### src/rtl/spike_event_fifo_writer.sv
// Producer side of the spike event FIFO.
// Accepts one spike row per handshake and writes one {row_idx, col_idx} word
// per set bit, lowest column first. After the last row of a timestep it writes
// an all-ones end-of-timestep marker.
//
// state  | meaning
// IDLE   | ready for a new row
// SCAN   | writing one event per set bit of the latched mask
// MARKER | writing the end-of-timestep marker word
module spike_event_fifo_writer #(
    parameter int ROW_WIDTH     = 32,
    parameter int COL_WIDTH     = $clog2(ROW_WIDTH),
    parameter int ROW_IDX_WIDTH = 8,
    parameter int DATA_WIDTH    = ROW_IDX_WIDTH + COL_WIDTH,
    parameter int CNT_WIDTH     = 16
) (
    input  logic                     clk,
    input  logic                     rst,
    input  logic                     row_valid,
    output logic                     row_ready,
    input  logic [ROW_WIDTH-1:0]     row_spikes,
    input  logic [ROW_IDX_WIDTH-1:0] row_idx,
    input  logic                     row_last,
    output logic [DATA_WIDTH-1:0]    fifo_write_data,
    output logic                     fifo_write_en,
    input  logic                     fifo_full,
    output logic                     busy,
    output logic [CNT_WIDTH-1:0]     event_count
);

    typedef enum logic [1:0] {
        IDLE   = 2'd0,
        SCAN   = 2'd1,
        MARKER = 2'd2
    } state_t;

    state_t                    state;
    state_t                    state_next;
    logic [ROW_WIDTH-1:0]      mask_q;
    logic [ROW_WIDTH-1:0]      mask_rest;
    logic [ROW_IDX_WIDTH-1:0]  row_idx_q;
    logic                      last_q;
    logic [COL_WIDTH-1:0]      col;

    // Index of the lowest set bit; descending loop lets the lowest hit win.
    always_comb begin
        col = '0;
        for (int i = ROW_WIDTH - 1; i >= 0; i--) begin
            if (mask_q[i]) begin
                col = COL_WIDTH'(i);
            end
        end
    end

    // x & (x-1) clears exactly the lowest set bit, i.e. bit col.
    assign mask_rest = mask_q & (mask_q - ROW_WIDTH'(1));

    // Next-state and write-side outputs; writes are suppressed while rst is high.
    always_comb begin
        state_next      = state;
        row_ready       = 1'b0;
        fifo_write_en   = 1'b0;
        fifo_write_data = '0;
        case (state)
            IDLE: begin
                row_ready = !rst;
                if (row_valid && !rst) begin
                    if (row_spikes != '0) begin
                        state_next = SCAN;
                    end else if (row_last) begin
                        state_next = MARKER;
                    end
                end
            end
            SCAN: begin
                fifo_write_en   = !fifo_full && !rst;
                fifo_write_data = {row_idx_q, col};
                if (fifo_write_en && (mask_rest == '0)) begin
                    state_next = last_q ? MARKER : IDLE;
                end
            end
            MARKER: begin
                fifo_write_en   = !fifo_full && !rst;
                fifo_write_data = '1;
                if (fifo_write_en) begin
                    state_next = IDLE;
                end
            end
            default: state_next = IDLE;
        endcase
    end

    assign busy = (state != IDLE);

    // State register.
    always_ff @(posedge clk) begin
        if (rst) begin
            state <= IDLE;
        end else begin
            state <= state_next;
        end
    end

    // Row latch, mask consumption and per-timestep event counter.
    always_ff @(posedge clk) begin
        if (rst) begin
            mask_q      <= '0;
            row_idx_q   <= '0;
            last_q      <= 1'b0;
            event_count <= '0;
        end else begin
            if (row_ready && row_valid) begin
                mask_q    <= row_spikes;
                row_idx_q <= row_idx;
                last_q    <= row_last;
            end
            if (state == SCAN && fifo_write_en) begin
                mask_q <= mask_rest;
                if (event_count != '1) begin
                    event_count <= event_count + CNT_WIDTH'(1);
                end
            end
            if (state == MARKER && fifo_write_en) begin
                event_count <= '0;
            end
        end
    end

endmodule

### config.mk
export PLATFORM = sky130hd
export DESIGN_NAME = spike_event_fifo_writer
export DESIGN_NICKNAME = d
export VERILOG_FILES = /design/src/rtl/spike_event_fifo_writer.sv
export SDC_FILE = /design/constraint.sdc
export NUM_CORES = 1
export LEC_CHECK = 0
export CELL_PAD_IN_SITES_DETAIL_PLACEMENT = 1
export CELL_PAD_IN_SITES_GLOBAL_PLACEMENT = 1
export CORE_MARGIN = 2
export CORE_UTILIZATION = 49
export DETAILED_ROUTE_END_ITERATION = 12
export DONT_BUFFER_PORTS = 1
export GPL_ROUTABILITY_DRIVEN = 0
export HOLD_SLACK_MARGIN = 0.1
export PLACE_DENSITY_LB_ADDON = 0.2
export SKIP_CTS_REPAIR_TIMING = 1
export SYNTH_ARGS = -nofsm -noshare
export SYNTH_HDL_FRONTEND = slang
export SYNTH_SLANG_ARGS = --single-unit
### constraint.sdc
create_clock -name clk -period 5.2 [get_ports clk]
set_input_delay 1.3 -clock clk [delete_from_list [all_inputs] [get_ports clk]]
set_output_delay 1.3 -clock clk [all_outputs]
set_load 0.02 [all_outputs]
==> results.ini <==
[status]
status = finished, final reports clean

[power_and_ir_drop]
p_sw_uw = 425
intPower_uw = 835
ir_worst_vdd_uv = 201
p_clk_share_pct = 35.1
swShare_pct = 33.7
power_density_mw_per_mm2 = 329
power_frac_seq_pct = 40.8
p_leak_nw = 1.39
p_comb_share_pct = 24.1

[worst_setup_path]
cp-end-kind = output port
critPathArrivalTime_ns = 2.53
critical_path_required_ns = 3.90
path_cells = nor2_1 -> o31ai_1 -> a211oi_1 -> o31ai_1 -> a211oi_1 -> o21ai_0 -> a211oi_1 -> o21ai_0
start_kind = register
critPathTopFamily = compound AO/OA/AOI/OAI gates
path_common_cell = a211oi_1
cp_slowest_cell = o21ai_0
rrSetupSlack_ns = 1.95
crit_buf_inv = 0
worstPathMaxFanout = 5
cp_slowest_stage_delay_ns = 0.64
crit_type = reg -> out

[placement]
place_inst = 550
port_buffers = 0
hpwlAfterDp_um = 7890

[timing]
hold_violations = 0
skew_ns = 0.0107
rsz0062_at_grt = false
tightest_slew_ns = 1.32
final.setup.tns_ns = 0
fin_crit_ns = 3.83
maxSlewHeadroom_pct = 11.9
finalMaxSlewViolations = 0
finalCritPeriodShare_pct = 73.7
max_freq_mhz = 261
setup_viol = 0

[die]
initial_core_util_pct = 50.3
ios = 77
die_w_um = 90.1
fp-row-count = 31
die_y_um = 90.1
coreArea_mm2 = 0.00721
die_area_mm2 = 0.00812

[clock_network]
worstSkewPairLatency_ns = 0.36
cts_max_path_buffers = 2
cts_root_buf = clkbuf_8
cts_tree = done
cts-buffers-inserted = 9
clock-sinks = 59
clk_pin_slew_worst_paths_ns = 0.07
h-tree-depth = 3

[detailed_routing]
vias = 3557
ant_nets = 0
wl_um = 11200
first_pass_iters = 4
initialDrtViolationCount = 197
drc_errors = 0
wl_per_cell_um = 19.7
vias_per_cell = 6.30

[synth]
synth_edf_count = 0
synth.avg_cell_area_um2 = 7.52
synth_nets = 532
synth_top_area_share_pct = 32.5
netlist_top_cells_count = nor2_1 (73), dfxtp_1 (59), nand2_1 (50), o21ai_0 (36), a21oi_1 (32)
ys_seq_elements = 59
netlist_instances = 483
synth.distinct_cells = 61
netlist_area_mm2 = 0.00363
yosys_most_used_dff = dfxtp_1
synth_mux_area_share_pct = 0.965
synth-compound-area-share_pct = 23.1
synth-xor-area-share_pct = 3.62
synthArstFlopShare_pct = 0
yosys_warnings = 0
synth-simple-area-share_pct = 32.8
yosysMostFrequentCell = nor2_1
synthAdderAreaFrac_pct = 1.96
synth_top_family_by_area = simple AND/OR/NAND/NOR gates
synth_seq_area_share_pct = 32.5
synthTopCellsByArea = dfxtp_1 (33%), nor2_1 (7.5%), a22oi_1 (5.2%)
synth_top_area_cell = dfxtp_1

[grt]
grt_antenna_before_repair = 0
grt_pass1_vias = 3584
grtUsageTotal_pct = 28.0
grt_max_degree = 49
grt_pass1_wl_um = 18400
grt-ovfl-total = 0

[layout]
fin_cells = 565
register_area_mm2 = 0.00118
multiInputGateArea_mm2 = 0.00227
syn_to_final_growth_pct = 5.51
antenna_cells = 0
nets = 511
drive_gt1_share_pct = 7.51
fillers = 943

[min_path]
hold_class = reg -> reg

[flow_run]
cap_violations = 0

state kept, by name (all words and copies together), names as in the netlist:
name	count
event_count	16
last_q	1
mask_q	32
row_idx_q	8
state	2
cell type report:
class / instances / area share (%)
Multi-Input combinational cell: 379 / 59.3
Clock inverter: 4 / 1.31
Tap cell: 99 / 3.23
Clock buffer: 11 / 3.95
Sequential cell: 59 / 30.8
Timing Repair Buffer: 1 / 0.196
Inverter: 12 / 1.18
metal layers:
layer / GRT usage (%) / vias up / wire length [um]
met2: 46.7 / 99 / 5350
met3: 8.55 / 28 / 678
met1: 33.7 / 1728 / 4780
li1: - / 1702 / -
met4: 10.8 / 0 / 340
met5: 0 / - / 0
cell usage in the layout (no fill, tap or decap), drive strengths merged, types with 11 or more instances in the layout:
master  count
a21oi      32
a22oi      25
clkbuf     11
dfxtp      59
inv        12
nand2      51
nor2       73
nor2b      11
nor3       13
nor4       21
o21ai      38
xor2       11
cell families after synthesis:
family	count (synthesis)
AO/OA/AOI/OAI	132
buffers and inverters	45
flip-flops	59
AND/OR/NAND/NOR	223
multiplexers	3
XOR/XNOR	15
adder cells (fa/ha/maj)	6
per-stage QoR:
stage / hold slack [ns] / setup WS, ns / power (mW) / utilization, % / cell area (um2)
6_report: 0.483 / 1.37 / 1.26 / 53.1 / 3830
3_5_place_dp: 0.466 / 1.52 / 0.824 / 50.3 / 3630
4_1_cts: 0.480 / 1.38 / 1.26 / 53.1 / 3830
2_1_floorplan: 0.450 / 2.07 / 0.758 / - / 3630
5_1_grt: 0.514 / 1.20 / 1.32 / 53.1 / 3830
3_3_place_gp: 0.461 / 1.65 / 0.813 / 50.3 / 3630
worst paths after layout:
check	startpoint	end	cells past startpoint
max	mask_q[30]	fifo_write_data[1]	8
min	row_idx_q[6]	row_idx_q[6]	2
max reg2reg	state[0]	mask_q[14]	9
min reg2reg	row_idx_q[6]	row_idx_q[6]	2
power by group through the flow:
stage / Clock [mW] / Combinational (mW) / Sequential, mW
global placement: 0 / 0.291 / 0.522
finish: 0.442 / 0.304 / 0.514
CTS: 0.444 / 0.303 / 0.513
floorplan: 0 / 0.253 / 0.505
global route: 0.465 / 0.338 / 0.518
detailed placement: 0 / 0.301 / 0.523
worst reg2reg max path, cell delays in order, from the launching register on:
cell and delay, ns:
dfxtp_1 0.33, inv_1 0.11, ha_1 0.22, inv_1 0.14, nor2_1 0.45, nand2_1 0.44
nor2_2 1.12, nor2_1 0.13, a21oi_1 0.17, nor2_1 0.05
(Power assumes the default switching activity.)
